File: src/rtl/fifo_stream_pkg.sv
// Shared types for the async-FIFO read-side drain stage.
// Latency: n/a (types and constants only).
// Backpressure: n/a.
package fifo_stream_pkg;

    // Occupancy of the two-entry head/skid buffer.
    typedef enum logic [1:0] {
        RS_EMPTY = 2'd0,
        RS_ONE   = 2'd1,
        RS_TWO   = 2'd2
    } rs_state_t;

    // Width of the optional delivered-word counter.
    localparam int RS_CNT_W = 16;

endpackage

File: src/rtl/stream_skid_reg.sv
// Two-entry head/skid buffer: head reg H drives the stream, skid reg S catches one extra word.
// Latency: a pushed word reaches out_dat_o one cycle after push_vld_i (when buffer not full).
// Backpressure: full_o (registered state) tells the producer to stop; pop_rdy_i never reaches full_o.
module stream_skid_reg
    import fifo_stream_pkg::*;
#(
    parameter int DSIZE = 8
) (
    input  logic             rclk,
    input  logic             rrst_n,
    input  logic             push_vld_i,
    input  logic [DSIZE-1:0] push_dat_i,
    input  logic             pop_rdy_i,
    output logic             out_vld_o,
    output logic [DSIZE-1:0] out_dat_o,
    output logic             full_o
);

    rs_state_t        state_q;
    logic [DSIZE-1:0] head_q;
    logic [DSIZE-1:0] skid_q;
    logic             vld_q;
    logic             pop;

    // A pop is only meaningful while the head is valid.
    assign pop = vld_q & pop_rdy_i;

    // Occupancy FSM; S always holds the newer word, H the older one.
    always_ff @(posedge rclk or negedge rrst_n) begin
        if (!rrst_n) begin
            state_q <= RS_EMPTY;
            head_q  <= '0;
            skid_q  <= '0;
            vld_q   <= 1'b0;
        end else begin
            case (state_q)
                RS_EMPTY: begin
                    if (push_vld_i) begin
                        head_q  <= push_dat_i;
                        vld_q   <= 1'b1;
                        state_q <= RS_ONE;
                    end
                end
                RS_ONE: begin
                    if (push_vld_i && !pop) begin
                        skid_q  <= push_dat_i;
                        state_q <= RS_TWO;
                    end else if (pop && !push_vld_i) begin
                        vld_q   <= 1'b0;
                        state_q <= RS_EMPTY;
                    end else if (pop && push_vld_i) begin
                        head_q  <= push_dat_i;
                    end
                end
                RS_TWO: begin
                    // The producer is gated off in TWO, so only a pop can happen.
                    if (pop) begin
                        head_q  <= skid_q;
                        state_q <= RS_ONE;
                    end
                end
                default: begin
                    vld_q   <= 1'b0;
                    state_q <= RS_EMPTY;
                end
            endcase
        end
    end

    assign out_vld_o = vld_q;
    assign out_dat_o = head_q;
    assign full_o    = (state_q == RS_TWO);

endmodule

File: src/rtl/fifo_read_stream.sv
// Drains the async FIFO read port (rempty/rinc/rdata) into a registered valid/ready stream.
// Latency: word popped in cycle k appears on m_data in cycle k+1; full rate with m_ready held high.
// Backpressure: up to 2 words absorbed, then rinc held low; rinc never depends on m_ready.
// Optional build macro RD_STREAM_CNT_EN adds the 16-bit m_count delivered-word counter.
module fifo_read_stream
    import fifo_stream_pkg::*;
#(
    parameter int DSIZE = 8
) (
    input  logic                rclk,
    input  logic                rrst_n,
    input  logic                rempty,
    input  logic [DSIZE-1:0]    rdata,
    output logic                rinc,
    output logic                m_valid,
    output logic [DSIZE-1:0]    m_data,
    input  logic                m_ready
`ifdef RD_STREAM_CNT_EN
    ,
    output logic [RS_CNT_W-1:0] m_count
`endif
);

    logic buf_full;

    // Pop the FIFO whenever it has data and the buffer has room; held off during reset.
    assign rinc = rrst_n & ~rempty & ~buf_full;

    stream_skid_reg #(
        .DSIZE (DSIZE)
    ) u_skid (
        .rclk       (rclk),
        .rrst_n     (rrst_n),
        .push_vld_i (rinc),
        .push_dat_i (rdata),
        .pop_rdy_i  (m_ready),
        .out_vld_o  (m_valid),
        .out_dat_o  (m_data),
        .full_o     (buf_full)
    );

`ifdef RD_STREAM_CNT_EN
    logic [RS_CNT_W-1:0] cnt_q;
    logic [RS_CNT_W-1:0] cnt_d;

    // Count every stream handshake; wraps naturally at the counter width.
    assign cnt_d = (m_valid & m_ready) ? cnt_q + 1'b1 : cnt_q;

    // Delivered-word counter register.
    always_ff @(posedge rclk or negedge rrst_n) begin
        if (!rrst_n) begin
            cnt_q <= '0;
        end else begin
            cnt_q <= cnt_d;
        end
    end

    assign m_count = cnt_q;
`endif

endmodule

File: config.mk
export PLATFORM = sky130hd
export DESIGN_NAME = fifo_read_stream
export DESIGN_NICKNAME = d
export VERILOG_FILES = /design/src/rtl/fifo_stream_pkg.sv /design/src/rtl/stream_skid_reg.sv /design/src/rtl/fifo_read_stream.sv
export SDC_FILE = /design/constraint.sdc
export NUM_CORES = 1
export LEC_CHECK = 0
export CAP_MARGIN = 5
export CORE_ASPECT_RATIO = 0.8
export CORE_MARGIN = 3
export CORE_UTILIZATION = 51
export DETAILED_ROUTE_END_ITERATION = 6
export GPL_ROUTABILITY_DRIVEN = 0
export PLACE_DENSITY = 0.81
export SLEW_MARGIN = 20
export SYNTH_ARGS = -nofsm -noshare
export SYNTH_HDL_FRONTEND = slang
export SYNTH_SLANG_ARGS = --single-unit
File: constraint.sdc
create_clock -name rclk -period 2.9 [get_ports rclk]
set_input_delay 0.435 -clock rclk [delete_from_list [all_inputs] [get_ports rclk]]
set_output_delay 0.435 -clock rclk [all_outputs]
set_load 0.1 [all_outputs]
==> results of run 1 <==
-- cell type report --
| cell class | instances | area (um^2) |
|---|---|---|
| inverters | 1 | 3.75 |
| repair buffers | 23 | 213 |
| flip-flops and latches | 19 | 475 |
| well taps | 21 | 26.3 |
| multi-input cells | 40 | 404 |
| clock buffers | 4 | 26.3 |
| fillers | 103 | 368 |
-- placed cells by master, fill, tap and decap left out --
master	netlist	layout
clkdlybuf4s50_1	0	11
buf_4	0	11
o32ai_4	1	1
nand2b_1	3	3
a2bb2oi_1	1	1
o22ai_1	2	2
a21boi_2	1	1
xnor2_1	1	1
mux2_2	21	21
dfrtp_1	19	19
nor2_1	1	1
clkbuf_4	0	3
nand3b_2	1	1
nand2_1	3	3
clkbuf_1	0	1
inv_1	1	1
buf_12	0	1
nor2b_1	2	2
mux2_1	1	1
mux2_4	2	2
-- cells by family (layout without fill, tap and decap cells) --
logic type | Yosys count | after routing | synth area share (%)
mux | 24 | 24 | 31.0
xor+xnor | 1 | 1 | 0.979
buf+inv | 2 | 28 | 1.68
simple gates | 10 | 10 | 6.43
compound gates | 5 | 5 | 6.71
flops | 19 | 19 | 53.1
-- stage by stage --
| stage | cell area (um^2) | utilization, % | cells | setup WS [ns] |
|---|---|---|---|---|
| floorplan | 895 | - | 61 | 0.491 |
| global placement | 1120 | 74.0 | 104 | 0.819 |
| detailed placement | 1120 | 74.0 | 104 | 0.793 |
| CTS | 1150 | 75.7 | 108 | 0.937 |
| global route | 1150 | 75.7 | 108 | 0.886 |
| finish | 1150 | 75.7 | 108 | 0.948 |
-- metal layers --
layer  part of all wire (%)  routed length [um]  up-vias
li1                       -                   -      275
met1                     46                 701      277
met2                     48                 722       16
met3                    6.2                  94        0
met4                      0                   0        0
met5                      0                   0        -
-- worst max-delay path by stage --
stage	start	slack, ns	endpoint
after floorplan	u_skid.state_q[1]$_DFFE_PN0P_	0.49	rinc
after global placement	rrst_n	0.82	u_skid.out_dat_o[2]$_DFFE_PN0P_
after detailed placement	rrst_n	0.79	u_skid.out_dat_o[0]$_DFFE_PN0P_
after CTS	u_skid.state_q[1]$_DFFE_PN0P_	0.94	rinc
after global routing	u_skid.state_q[1]$_DFFE_PN0P_	0.89	rinc
final	u_skid.state_q[1]$_DFFE_PN0P_	0.95	rinc
-- sequential cells by signal, indices dropped and copies added, names as in the netlist --
register	flops
u_skid.out_dat_o	8
u_skid.out_vld_o	1
u_skid.state_q	2
u_skid.skid_q	8
==> results.toml, run 1 <==
[synth]
ys_ff_latch = 19
synth.avg_cell_area_um2 = 14.7
syn-instance-count = 61
synth_area_leaders = "dfrtp_1 53%, mux2_2 26%, mux2_4 3.4%"
synth.top_cells.by_count = "21 x mux2_2, 19 x dfrtp_1, 3 x nand2_1, 3 x nand2b_1"
synth-edff-count = 0
synth_cell_types = 16
synth_largest_area_cell = "dfrtp_1"
synth_top_cell_area_share_pct = 53.1
synth_nets = 73
yosysMostFrequentCell = "mux2_2"
ys.flop_type = "dfrtp_1"
synth.cell_area_um2 = 895
async_flop_share_pct = 100
yosysSeqAreaShare_pct = 53.1
ys_warn_count = 0

[global_routing]
use_met1_pct = 19.6
grt_max_degree = 20
grt_pass1_vias = 562
grt_first_pass_wirelength_mm = 2.49
antenna_found_initial = 0
grt_busiest_layer = "met2"
grt_use_met3_pct = 7.22
track_usage_pct = 14.8
grt_use_met2_pct = 22.8
grt-ovfl-total = 0

[drt]
via_count = 568
wl_mm = 1.52
viasPerCell = 5.26
drc_errors = 0
ant_nets = 0
drt-initial-drc-count = 1
dr.pass1.iters = 4
wl_per_cell_um = 14.0

[finish]
nNetsFinal = 100
syn_to_final_growth_pct = 28.4
layout-drive-gt1-share_pct = 47.1
insertedDiodeCount = 0

[critical_path]
path_cells = "nor2b_1 > buf_4 > nor2_1 > buf_12"
cp_slowest_cell = "dfrtp_1"
reg2reg_from = "u_skid.state_q[0]$_DFFE_PN0P_"
cp.buffers_inverters = 2
crit_required_ns = 2.47
crit_path_max_incr_delay_ns = 0.47
crit_path_start_kind = "flop"
r2r_slack_ns = 1.30
rr_endpoint = "u_skid.out_dat_o[1]$_DFFE_PN0P_"
critical_path_depth = 4
path_delay_family = "flip-flops"
end_kind = "output pin"
worstSetupPathType = "flop to output pin"
arrival_ns = 1.52
timing.critical_path.fanout_max = 10
reg2reg_depth = 3

[timing]
hold_ws_ns = 0.512
relSlewSlack_pct = 66.3
setup_viol = 0
tightest_slew_ns = 0.506
skew_ns = 0.00721
fmaxAchievable_ghz = 0.512
hold_viol_final = 0
rsz0062_at_grt = "no"
period_share_pct = 67.3
fin_crit_ns = 1.95
maxSlewViolCount = 0
setup_tns_ns = 0

[hold_path]
hp-start = "u_skid.skid_q[4]$_DFFE_PN0P_"
min_path_cells = 1
hp-class = "flop to flop"
hold_path_end = "u_skid.skid_q[4]$_DFFE_PN0P_"

[clock_network]
cts.sinks = 19
cts_resized = 0
cts_root_buf = "clkbuf_4"
cts_tree = "yes"
post_cts_buffers = 0
cts_made_buffers = 3
cts-htree-levels = 1
cts_buffer_depth = 2
insertion_delay_ns = 0.29
clkTransAtPathRegs_ns = 0.10
postCtsHoldBufs = 0

[floorplanning]
die_y_um = 43.5
dieArea_mm2 = 0.00230
die_x_um = 52.8
coreArea_mm2 = 0.00152
row_count = 12
io_pins = 22
initial_core_util_pct = 59.0

[outcome]
status = "finished, final reports clean"

[placement]
io_buffers = 21
hpwlAfterDp_mm = 1.11

[run]
drv_cap = 0
Power of run 1 is not shown: default switching activity piles up to over one toggle a cycle in this logic, so the estimate is an artifact.
==> inputs of run 2 (changes only) <==
--- a/config.mk
+++ b/config.mk
@@ -8,10 +8,10 @@
 export CAP_MARGIN = 5
 export CORE_ASPECT_RATIO = 0.8
 export CORE_MARGIN = 3
-export CORE_UTILIZATION = 51
+export CORE_UTILIZATION = 42
 export DETAILED_ROUTE_END_ITERATION = 6
 export GPL_ROUTABILITY_DRIVEN = 0
-export PLACE_DENSITY = 0.81
+export PLACE_DENSITY = 0.71
 export SLEW_MARGIN = 20
 export SYNTH_ARGS = -nofsm -noshare
 export SYNTH_HDL_FRONTEND = slang
==> constraint.sdc (replaced) <==
create_clock -name rclk -period 1.7 [get_ports rclk]
set_input_delay 0.255 -clock rclk [delete_from_list [all_inputs] [get_ports rclk]]
set_output_delay 0.255 -clock rclk [all_outputs]
set_load 0.1 [all_outputs]
==> results.toml, run 2 (synthesis results as in run 1) <==
[outcome]
status = "finished, final reports clean"

[finish]
layout-drive-gt1-share_pct = 55.7
fin_area_mm2 = 0.00135
insertedDiodeCount = 0
syn_to_final_growth_pct = 51.2
final_cell_mix = "21 x mux2_2, 18 x dfrtp_1, 12 x buf_4"
nNetsFinal = 110
final_common_cell = "mux2_2"

[placement]
io_buffers = 21
postPlaceCellArea_mm2 = 0.00133
place_ws_ns = -0.119
hpwlAfterDp_mm = 1.32

[global_routing]
track_usage_pct = 14.4
grt_max_degree = 12
grt_first_pass_wirelength_mm = 2.91
grt-ovfl-total = 0
antenna_found_initial = 0
grt_pass1_vias = 630

[drt]
wl_mm = 1.69
wl_per_cell_um = 13.9
viasPerCell = 5.07
drt-initial-drc-count = 7
dr.pass1.iters = 2
drc_errors = 0
ant_nets = 0
via_count = 614

[timing]
relSlewSlack_pct = 82.5
setup_ws_ns = 0.127
tightest_slew_ns = 0.262
hold_ws_ns = 0.306
maxSlewViolCount = 0
fmaxAchievable_ghz = 0.636
hold_viol_final = 0
setup_tns_ns = 0
fin_crit_ns = 1.57
period_share_pct = 92.5
rsz0062_at_grt = "no"
setup_viol = 0
skew_ns = 0.0159

[critical_path]
crit_start = "rrst_n"
timing.critical_path.fanout_max = 4
arrival_ns = 1.32
crit_required_ns = 1.44
end_kind = "output pin"
reg2reg_from = "u_skid.state_q[0]$_DFFE_PN0P_"
worstSetupPathType = "input port to output pin"
crit_path_start_kind = "input port"

[clock_network]
cts_buffer_depth = 2
cts.sinks = 19
insertion_delay_ns = 0.30
cts_resized = 0
postCtsHoldBufs = 0
post_cts_buffers = 0
cts_made_buffers = 3
clkTransAtPathRegs_ns = 0.12
cts_tree = "yes"
cts_root_buf = "clkbuf_4"
cts-htree-levels = 1

[hold_path]
hp-class = "input port to asynchronous set/reset pin"

[floorplanning]
die_x_um = 57.6
die_y_um = 47.3
dieArea_mm2 = 0.00272
io_pins = 22
row_count = 14
coreArea_mm2 = 0.00194
initial_core_util_pct = 46.0

[run]
drv_cap = 0
-- run 2: path summary, 6_finish.rpt --
path / slack, ns / cells past startpoint / to
max in group asynchronous: 1.21 / 2 / u_skid.out_dat_o[5]$_DFFE_PN0P_
hold reg to reg: 0.51 / 1 / u_skid.skid_q[5]$_DFFE_PN0P_
setup reg to reg: 0.19 / 4 / u_skid.out_dat_o[7]$_DFFE_PN0P_
setup / recovery: 0.13 / 5 / rinc
min in group rclk: 0.51 / 1 / u_skid.skid_q[5]$_DFFE_PN0P_
hold / removal: 0.31 / 2 / u_skid.out_dat_o[6]$_DFFE_PN0P_
-- run 2: final cells by class --
cell class              count  area, um^2
multi-input cells          40         412
well taps                  24        30.0
clock inverters             1        5.00
clock buffers               3        22.5
repair buffers             33         400
flip-flops and latches     19         479
inverters                   1        3.75
fillers                   155         592
-- run 2: stage by stage --
stage	utilization (%)	std cells
after floorplan	-	61
after global placement	68.1	117
after detailed placement	68.1	117
after CTS	69.6	121
after global routing	69.6	121
final	69.6	121
-- run 2: critical path: stages --
cell and delay, ns:
clkdlybuf4s50_1 0.51, nand2b_1 0.12, buf_4 0.16, nor2_4 0.09, buf_12 0.18
-- run 2: per-layer routing --
metal,up-vias,track usage [%],part of all wire (%)
met2,16,22.3,46
met4,0,5.56,1.1
met3,2,5.49,6.7
met1,304,18.6,46
li1,292,-,-
met5,-,0,0
Power of run 2 is left out for the same reason.
==> inputs of run 3 (changes only) <==
--- a/config.mk
+++ b/config.mk
@@ -6,12 +6,15 @@
 export NUM_CORES = 1
 export LEC_CHECK = 0
 export CAP_MARGIN = 5
+export CELL_PAD_IN_SITES_DETAIL_PLACEMENT = 1
+export CELL_PAD_IN_SITES_GLOBAL_PLACEMENT = 2
 export CORE_ASPECT_RATIO = 0.8
 export CORE_MARGIN = 3
-export CORE_UTILIZATION = 42
+export CORE_UTILIZATION = 29
 export DETAILED_ROUTE_END_ITERATION = 6
 export GPL_ROUTABILITY_DRIVEN = 0
-export PLACE_DENSITY = 0.71
+export HOLD_SLACK_MARGIN = 0.05
+export PLACE_DENSITY = 0.72
 export SLEW_MARGIN = 20
 export SYNTH_ARGS = -nofsm -noshare
 export SYNTH_HDL_FRONTEND = slang
==> results.toml, run 3 (synthesis results as in run 1) <==
[critical_path]
reg2reg_depth = 3
crit_required_ns = 1.44
worstSetupPathType = "input port to output pin"
reg2reg_from = "u_skid.out_vld_o$_DFFE_PN0P_"
arrival_ns = 1.31
crit_path_start_kind = "input port"
timing.critical_path.fanout_max = 2
r2r_slack_ns = 0.15
end_kind = "output pin"
rr_endpoint = "u_skid.skid_q[3]$_DFFE_PN0P_"

[timing]
hold_viol_final = 0
tightest_slew_ns = 0.304
relSlewSlack_pct = 79.6
setup_tns_ns = 0
fmaxAchievable_ghz = 0.640
period_share_pct = 91.9
skew_ns = 0.00137
setup_viol = 0
setup_ws_ns = 0.138
fin_crit_ns = 1.56
hold_ws_ns = 0.385
maxSlewViolCount = 0
rsz0062_at_grt = "no"

[clock_network]
cts_made_buffers = 3
cts.sinks = 19
clkTransAtPathRegs_ns = 0.07
postCtsHoldBufs = 0
cts_buffer_depth = 2
cts-htree-levels = 1
insertion_delay_ns = 0.26
cts_tree = "yes"
cts_resized = 0
cts_root_buf = "clkbuf_8"
post_cts_buffers = 0

[finish]
nNetsFinal = 107
final_common_cell = "mux2_2"
syn_to_final_growth_pct = 52.6
final_cell_mix = "21 x mux2_2, 18 x dfrtp_1, 11 x clkdlybuf4s50_1"
finalNonFillerCells = 132
layout-drive-gt1-share_pct = 53.2
insertedDiodeCount = 0

[outcome]
status = "finished, final reports clean"

[floorplanning]
die_x_um = 68.1
io_pins = 22
die_y_um = 55.7
row_count = 17
coreArea_mm2 = 0.00285
initial_core_util_pct = 31.4
dieArea_mm2 = 0.00379

[drt]
wl_per_cell_um = 14.8
drt-initial-drc-count = 18
via_count = 604
drc_errors = 0
viasPerCell = 4.58
dr.pass1.iters = 4
ant_nets = 0
wl_mm = 1.95

[run]
drv_cap = 0

[global_routing]
use_met1_pct = 15.2
grt_pass1_vias = 673
grt_use_met2_pct = 19.1
grt-ovfl-total = 0
grt_max_degree = 20
grt_use_met3_pct = 4.24
antenna_found_initial = 0
grt_first_pass_wirelength_mm = 3.35
grt_busiest_layer = "met2"
track_usage_pct = 12.5

[placement]
placed_cells = 128
io_buffers = 21
place_ws_ns = -0.112
hpwlAfterDp_mm = 1.49

[hold_path]
hp-class = "input port to asynchronous set/reset pin"
==> run 3: cell count changes in the layout (fill, tap and decap cells not counted) <==
cell      change
clkinv_2      -1
clkbuf_8      +3
clkbuf_1      +1
clkbuf_4      -3
buf_4         -3
==> run 3: area by class of cell <==
| type | count | area (um^2) |
|---|---|---|
| Clock buffer | 4 | 45.0 |
| Sequential cell | 19 | 479 |
| Tap cell | 38 | 47.5 |
| Multi-Input combinational cell | 40 | 412 |
| Fill cell | 309 | 1490 |
| Inverter | 1 | 3.75 |
| Timing Repair Buffer | 30 | 378 |
==> run 3: metal layers <==
layer  part of all wire, %  vias to the layer above
li1                      -                      284
met4                   2.5                        0
met3                   4.6                        5
met5                     0                        -
met2                    49                       15
met1                    44                      300
==> run 3: how the worst max path moves through the flow <==
| stage | start | to | depth (start not counted) |
|---|---|---|---|
| after floorplan | u_skid.out_vld_o$_DFFE_PN0P_ | u_skid.out_dat_o[0]$_DFFE_PN0P_ | 3 |
| after global placement | rempty | u_skid.out_dat_o[4]$_DFFE_PN0P_ | 5 |
| after detailed placement | rempty | u_skid.out_dat_o[2]$_DFFE_PN0P_ | 5 |
| after CTS | u_skid.out_vld_o$_DFFE_PN0P_ | u_skid.skid_q[3]$_DFFE_PN0P_ | 3 |
| after global routing | u_skid.out_vld_o$_DFFE_PN0P_ | u_skid.skid_q[2]$_DFFE_PN0P_ | 3 |
| final | rempty | rinc | 5 |
==> run 3: through the flow <==
step / cell area, um^2 / util (%)
floorplan: 906 / -
global placement: 1320 / 46.3
detailed placement: 1320 / 46.3
CTS: 1370 / 47.9
global route: 1370 / 47.9
finish: 1370 / 47.9
==> run 3: worst max-delay path: stages <==
cell and delay [ns]:
clkdlybuf4s50_1 0.42, nand2b_1 0.20, buf_4 0.16, nor2_4 0.09, buf_12 0.18
Power of run 3 is left out for the same reason.
